**config.mk**
```make
export PLATFORM = sky130hd
export DESIGN_NAME = fifo_to_axis_packetizer
export DESIGN_NICKNAME = d
export VERILOG_FILES = /design/src/rtl/fifo_to_axis_packetizer.sv
export SDC_FILE = /design/constraint.sdc
export NUM_CORES = 1
export LEC_CHECK = 0
export ABC_AREA = 1
export CORE_MARGIN = 4
export CORE_UTILIZATION = 50
export CTS_CLUSTER_DIAMETER = 120
export CTS_CLUSTER_SIZE = 20
export DETAILED_ROUTE_END_ITERATION = 8
export GPL_TIMING_DRIVEN = 0
export PLACE_DENSITY = 0.8
export SKIP_LAST_GASP = 1
export SYNTH_ARGS = -nofsm -noshare
export SYNTH_HDL_FRONTEND = slang
export SYNTH_SLANG_ARGS = --single-unit
```
**constraint.sdc**
```tcl
create_clock -name clk -period 4.1 [get_ports clk]
set_input_delay 0.615 -clock clk [delete_from_list [all_inputs] [get_ports clk]]
set_output_delay 0.615 -clock clk [all_outputs]
set_load 0.005 [all_outputs]
```
**src/rtl/fifo_to_axis_packetizer.sv**
```systemverilog
// fifo_to_axis_packetizer
//   Pops words from an upstream first-word-fall-through FIFO and emits them on
//   an AXI-Stream master port, framed into packets of PKT_LEN words with tlast
//   on the final word. A 2-entry output buffer decouples the FIFO read from
//   m_axis_tready, so the read strobe never depends on tready yet one beat per
//   cycle is still sustained.
//
// Ports
//   clk            : sole clock, rising edge
//   reset_n        : synchronous active-low reset
//   enable         : permits new packets to start (packets in flight finish)
//   fifo_rd_en     : pop strobe to the upstream FIFO
//   fifo_rd_data   : FIFO head word, valid while fifo_empty_n=1
//   fifo_empty_n   : FIFO holds at least one word
//   m_axis_tdata   : stream data (oldest buffered word)
//   m_axis_tvalid  : stream valid (buffer non-empty)
//   m_axis_tready  : stream ready
//   m_axis_tlast   : final beat of a packet
//   pkt_count      : completed packets, wraps modulo 2^CNT_WIDTH
//   busy           : packet in progress or buffer holds data
module fifo_to_axis_packetizer #(
  parameter int DATA_WIDTH = 32,
  parameter int PKT_LEN    = 16,
  parameter int CNT_WIDTH  = 16
) (
  input  logic                  clk,
  input  logic                  reset_n,
  input  logic                  enable,
  output logic                  fifo_rd_en,
  input  logic [DATA_WIDTH-1:0] fifo_rd_data,
  input  logic                  fifo_empty_n,
  output logic [DATA_WIDTH-1:0] m_axis_tdata,
  output logic                  m_axis_tvalid,
  input  logic                  m_axis_tready,
  output logic                  m_axis_tlast,
  output logic [CNT_WIDTH-1:0]  pkt_count,
  output logic                  busy
);

  localparam int IDX_W = (PKT_LEN > 1) ? $clog2(PKT_LEN) : 1;
  localparam logic [IDX_W-1:0] LAST_IDX = IDX_W'(PKT_LEN - 1);

  typedef enum logic {IDLE = 1'b0, RUN = 1'b1} state_t;

  state_t                 state;
  logic [1:0]             occ;
  logic [IDX_W-1:0]       word_idx;

  // Output buffer: _p0 is the oldest entry (presented on m_axis), _p1 the newer.
  logic [DATA_WIDTH-1:0]  data_p0;
  logic [DATA_WIDTH-1:0]  data_p1;
  logic                   last_p0;
  logic                   last_p1;

  logic                   at_first;
  logic                   at_last;
  logic                   pop;
  logic                   xfer;
  logic                   wr_slot0;

  assign at_first = (word_idx == '0);
  assign at_last  = (word_idx == LAST_IDX);

  // At a packet boundary with enable low, no new packet may start, so the pop
  // is suppressed in that cycle while the FSM falls back to IDLE.
  assign pop  = fifo_empty_n && (state == RUN) && (occ != 2'd2) && !(at_first && !enable);
  assign xfer = (occ != 2'd0) && m_axis_tready;

  // A new word lands in the head slot when the buffer is (or is becoming) empty.
  assign wr_slot0 = (occ == 2'd0) || ((occ == 2'd1) && xfer);

  always_ff @(posedge clk) begin
    if (!reset_n) begin
      state     <= IDLE;
      occ       <= 2'd0;
      word_idx  <= '0;
      pkt_count <= '0;
      data_p0   <= '0;
      last_p0   <= 1'b0;
    end else begin
      occ <= occ + {1'b0, pop} - {1'b0, xfer};

      if (pop)
        word_idx <= at_last ? '0 : word_idx + 1'b1;

      if (xfer && last_p0)
        pkt_count <= pkt_count + 1'b1;

      unique case (state)
        IDLE: if (enable) state <= RUN;
        RUN:  if (!enable && (at_first || (pop && at_last))) state <= IDLE;
      endcase

      // Shift on transfer first; a simultaneous pop below overrides the slot it fills.
      if (xfer) begin
        data_p0 <= data_p1;
        last_p0 <= last_p1;
      end
      if (pop) begin
        if (wr_slot0) begin
          data_p0 <= fifo_rd_data;
          last_p0 <= at_last;
        end else begin
          data_p1 <= fifo_rd_data;
          last_p1 <= at_last;
        end
      end
    end
  end

  assign fifo_rd_en    = pop;
  assign m_axis_tvalid = (occ != 2'd0);
  assign m_axis_tdata  = data_p0;
  assign m_axis_tlast  = last_p0;
  assign busy          = (state == RUN) || (occ != 2'd0);

endmodule

```
; ---- Word level (Yosys, flattened, before mapping)
; Index checks and enable logic that the tools add are counted.
[word_totals]
ff_bits = 89
in_bits = 37
wordCells = 45
[classes]
addsub = 4
n_eq_ne = 3
muxes = 10
bitwise = 2
reduce_logical = 18
[ops]
columns = op, n
row1 = 2-to-1 mux 32 bit, 3
row2 = adder 16 x 1 -> 16 bit (second input constant), 1
row3 = logical AND 1 bit, 9
row4 = 2-to-1 mux 1 bit, 5
row5 = adder 4 x 1 -> 4 bit (second input constant), 1
row6 = equality test 4 bit (second input constant), 1
row7 = logical NOT 4 bit, 1
row8 = 2-to-1 mux 4 bit, 1
row9 = logical OR 1 bit, 3
row10 = AND reduction 3 bit, 1
row11 = adder 2 x 1 -> 2 bit, 1
row12 = equality test 2 x 1 -> 1 bit (second input constant), 1
row13 = logical NOT 1 bit, 2
row14 = logical NOT 2 bit, 1
row15 = inequality test 2 bit (second input constant), 1
row16 = NOT 1 bit, 2
row17 = case mux 1 bit (2 select lines), 1
row18 = nonzero test 2 bit, 1
row19 = subtractor 2 x 1 -> 2 bit, 1

; ---- Depth between registers and ports, before layout
[logic_depth]
depth_word = 9
depth_mapped = 11
mapped_depth_nobuf = 11

; ---- Least setup slack after synthesis
; No wires, ideal clock.
[synth_timing]
path_kind = input port to flip-flop
start = in fifo_empty_n
end = reg data_p1[0], enable pin
setup_ps = 464
arrival_ps = 3264
t_required_ps = 3636
setup_slack_ps = 372
stages = 4
path_buffers = 0
cell_sequence = nand2_1 a21oi_2 nand2_1 nor3_1
[synth_via]
elab_chain_len = 4
[synth_lines]
columns = item, line
row1 = start: declaration, 31  ; input logic fifo_empty_n,
row2 = logical AND 1 bit (3 in a row), 66  ; assign pop = fifo_empty_n && (state == RUN) && (occ != 2'd2) && !(at_first && !enable);
row3 = AND reduction 3 bit (no line), --
row4 = end signal: assignment, 104  ; data_p1 <= fifo_rd_data;
row5 = end: declaration, 51  ; logic [DATA_WIDTH-1:0] data_p1;
; Every way passes these cells.
; A chain may end at the register's enable or synchronous reset.

; ---- Worst setup path in the final report
[layout_timing]
start = in fifo_empty_n
end = out fifo_rd_en
[layout_via]
elab_chain_len = 3
[layout_lines]
columns = item, line
row1 = logical AND 1 bit (3 in a row), 66
row2 = end: declaration, 29  ; output logic fifo_rd_en,
; Every way passes these cells.

==> impl_metrics.py <==
metrics = {
    "yosys": {
        "synthXorXnorAreaFrac_pct": 0.6785,
        "synth_top_family_by_area": "simple AND/OR/NAND/NOR gates",
        "synth_commonest_cells": "nand2_1, nor2_1, dfxtp_1",
        "async_flop_share_pct": 0,
        "syn_nets": 518,
        "synth_largest_type_area_fraction_pct": 28.95,
        "syn_area_sq_um": 3872,
        "synthMuxAreaShare_pct": 0,
        "syn_area_per_cell_sq_um": 8.135,
        "ys_types": 30,
        "synth_edf_count": 33,
        "ys_ff_latch": 89,
        "synth-compound-area-share_pct": 2.908,
        "synth-simple-area-share_pct": 34.05,
        "syn_inst": 476,
        "yosys.area_share.adder_pct": 1.616,
        "yosys_warnings": 0,
        "synth_top_cell_by_area": "dfxtp_1",
        "yosysSeqAreaShare_pct": 54.54,
        "yosysMostFrequentCell": "nand2_1",
        "synth_ff_type": "dfxtp_1",
        "synth_area_leaders": "dfxtp_1, edfxtp_1, nand2_1, nor2_1, nand3_1",
    },
    "global_routing": {
        "antenna_found_initial": 0,
        "grt_pass1_wl_microns": 14870,
        "overflow": 0,
        "grt_pass1_vias": 3271,
        "grt_usage_pct": 20.70,
        "grt_max_degree": 16,
    },
    "clock_tree": {
        "path_clk_slew_ps": 80,
        "ctsHoldBuffers": 0,
        "cts_buffers": 9,
        "cts-root-buf": "clkbuf_8",
        "cts.sinks": 89,
        "clk_latency_ps": 350,
        "cts_max_path_buffers": 2,
        "postCtsSetupBuffers": 0,
        "cts-resized-gates": 0,
        "cts_tree": "done",
        "htreeDepth": 3,
    },
    "worst_setup_path": {
        "cp_max_fo": 6,
        "crit_path_end": "fifo_rd_en",
        "ff2ff_setup_slack_ps": 2010,
        "critPathTopFamily": "buffers and inverters",
        "setup.worst_path.start": "fifo_empty_n",
        "critPathCaptureType": "primary output",
        "r2r_start": "word_idx[0]$_SDFFE_PN0P_",
        "r2r-end": "data_p1[3]$_DFFE_PP_",
        "cp_slowest_cell": "clkdlybuf4s50_1",
        "cp.arrival_ps": 2250,
        "path_buf_inv": 3,
        "crit_type": "in -> out",
        "worst_setup_path_start_kind": "input port",
        "cp_cell_sequence": "clkdlybuf4s50_1 > nand2_1 > a21oi_2 > nand2_1 > inv_1 > clkdlybuf4s50_1",
        "reg2regPathDepth": 9,
        "critPathRequiredTime_ps": 3480,
        "path_depth": 6,
        "critPathMaxStageDelay_ps": 530,
    },
    "pwr": {
        "vdd_ir_drop_max_v": 0.0002161,
        "power.density_nw_per_um2": 472.4,
        "p_leak_nw": 2.137,
    },
    "die": {
        "core_area_sq_um": 7408,
        "die_area_sq_um": 9217,
        "io_pins": 89,
        "die_w_microns": 96.01,
        "initial_core_util_pct": 52.27,
        "fp.dieH_microns": 96.01,
        "num_rows": 31,
    },
    "cells_and_area": {
        "final_util_pct": 69.19,
        "nFillCells": 603,
        "synthToLayoutAreaGrowth_pct": 32.37,
        "nets": 619,
        "antenna_cells": 0,
        "final_cells": 681,
        "drive_gt1_share_pct": 9.622,
    },
    "run_status": {
        "outcome": "complete, no violations",
    },
    "timing": {
        "fmax_mhz": 348.9,
        "hold_ws_ps": 489.0,
        "layout_min_cycle_time_ps": 2866,
        "hold_viol_final": 0,
        "rsz0062_at_grt": "false",
        "skew_ps": 10.35,
        "fin_crit_sh_pct": 69.90,
        "worst_pin_slew_ps": 518.1,
        "drv_slew": 0,
        "relSlewSlack_pct": 65.46,
        "fin_tns_setup_ps": 0,
        "setup_viol": 0,
    },
    "placement": {
        "place_hpwl_microns": 6527,
        "placed_cells": 665,
        "portBuffers": 87,
        "gp_congestion": 0.8314,
    },
    "detailed_routing": {
        "routed_wl_microns": 9022,
        "ant_nets": 0,
        "via_per_inst": 4.956,
        "routed_wire_length_per_instance_microns": 13.25,
        "vias": 3375,
        "drc": 0,
        "dr.pass1.iters": 5,
        "first_iter_violations": 134,
    },
    "worst_hold_path": {
        "hold_class": "reg -> reg",
    },
    "run": {
        "drv_cap": 0,
    },
}
-- through the flow --
stage	power [mW]	setup WS, ps	area, sq um
2_1_floorplan	1.477	371.6	3872
3_3_place_gp	1.781	-1417	4867
3_5_place_dp	1.804	1215	4910
4_1_cts	2.444	1207	5126
5_1_grt	2.573	1145	5126
6_report	2.422	1234	5126
-- worst min-delay path by stage --
stage,start,end,slack [ps],cells after the start
after floorplan,word_idx[0]$_SDFFE_PN0P_,word_idx[0]$_SDFFE_PN0P_,460,2
after global placement,pkt_count[6]$_SDFFE_PN0P_,pkt_count[6]$_SDFFE_PN0P_,470,1
after detailed placement,word_idx[0]$_SDFFE_PN0P_,word_idx[0]$_SDFFE_PN0P_,480,2
after CTS,word_idx[0]$_SDFFE_PN0P_,word_idx[0]$_SDFFE_PN0P_,500,2
after global routing,word_idx[0]$_SDFFE_PN0P_,word_idx[0]$_SDFFE_PN0P_,520,2
final,word_idx[0]$_SDFFE_PN0P_,word_idx[0]$_SDFFE_PN0P_,490,2
-- report_power, final --
part / switching [mW] / leakage [nW] / internal (mW)
combinational: 0.356 / 1.28 / 0.360
sequential: 0.0519 / 0.750 / 1.01
clock: 0.302 / 0.105 / 0.342
-- cells in the final DEF (no fill, tap or decap) --
| cell type | Yosys | routed |
|---|---|---|
| nor2_1 | 95 | 95 |
| dfxtp_1 | 56 | 56 |
| buf_4 | 6 | 6 |
| inv_6 | 0 | 1 |
| nand4_1 | 7 | 7 |
| clkinv_4 | 0 | 1 |
| edfxtp_1 | 33 | 33 |
| o21ai_0 | 6 | 6 |
| clkinv_1 | 0 | 2 |
| inv_1 | 27 | 27 |
| o22ai_1 | 1 | 1 |
| a21oi_2 | 1 | 1 |
| buf_8 | 0 | 1 |
| nor3_2 | 0 | 1 |
| o21bai_1 | 1 | 1 |
| bufinv_16 | 0 | 2 |
| and3_1 | 1 | 1 |
| clkbuf_1 | 6 | 6 |
| buf_6 | 2 | 4 |
| nand2_2 | 2 | 2 |
| nor3b_1 | 1 | 1 |
| clkinvlp_4 | 0 | 1 |
| nor2_2 | 1 | 1 |
| ha_1 | 5 | 5 |
| buf_2 | 6 | 6 |
| clkbuf_8 | 0 | 9 |
| nor2_4 | 1 | 1 |
| nand3_2 | 12 | 12 |
| clkdlybuf4s50_1 | 0 | 87 |
| nand2_1 | 147 | 147 |
| nor3_1 | 4 | 3 |
| nand3_1 | 33 | 33 |
| o21ai_1 | 2 | 2 |
| nand2_4 | 1 | 1 |
| inv_2 | 5 | 5 |
| or2_2 | 1 | 1 |
| xor2_1 | 1 | 1 |
| a21oi_1 | 10 | 10 |
| xnor2_1 | 2 | 2 |
-- cells by family (layout without fill, tap and decap cells) --
family / count (synthesis) / count (layout)
and+or+nand+nor: 306 / 306
DFF: 89 / 89
buffers and inverters: 52 / 158
AOI/OAI and AO/OA: 21 / 21
adders and majority gates: 5 / 5
xor gates and xnor gates: 3 / 3
-- flip-flops by register name, summed over array words and instances (netlist names) --
signal and count:
data_p1 32, m_axis_tdata 32, pkt_count 16, word_idx 4, occ 2, last_p1 1
m_axis_tlast 1, state 1
-- metal layers --
metal | global-route usage, % | up-vias | routed length (microns)
met2 | 35.88 | 97 | 4411
met3 | 4.144 | 6 | 533
met5 | 0 | - | 0
met4 | 6.754 | 0 | 64
met1 | 25.70 | 1549 | 4013
li1 | - | 1723 | -
-- cell type report --
cell class	count	area, sq um	share of cell area [%]
sequential	89	2112	41.20
multi-input combinational	335	1525	29.75
timing repair buffer	90	908.4	17.72
clock buffer	9	123.9	2.416
tap	99	123.9	2.416
buffer	20	120.1	2.343
inverter	32	120.1	2.343
clock inverter	7	92.59	1.806
-- worst reg2reg max path, cell delays in order, from the launching register on --
cell and delay [ps]:
dfxtp_1 360, inv_1 80, ha_1 190, nand2_1 80, nor2_1 50, nand2_2 90
nand2_1 150, nor3_2 410, buf_6 240, buf_8 170
Note: power is estimated with default switching activity, not from simulation.
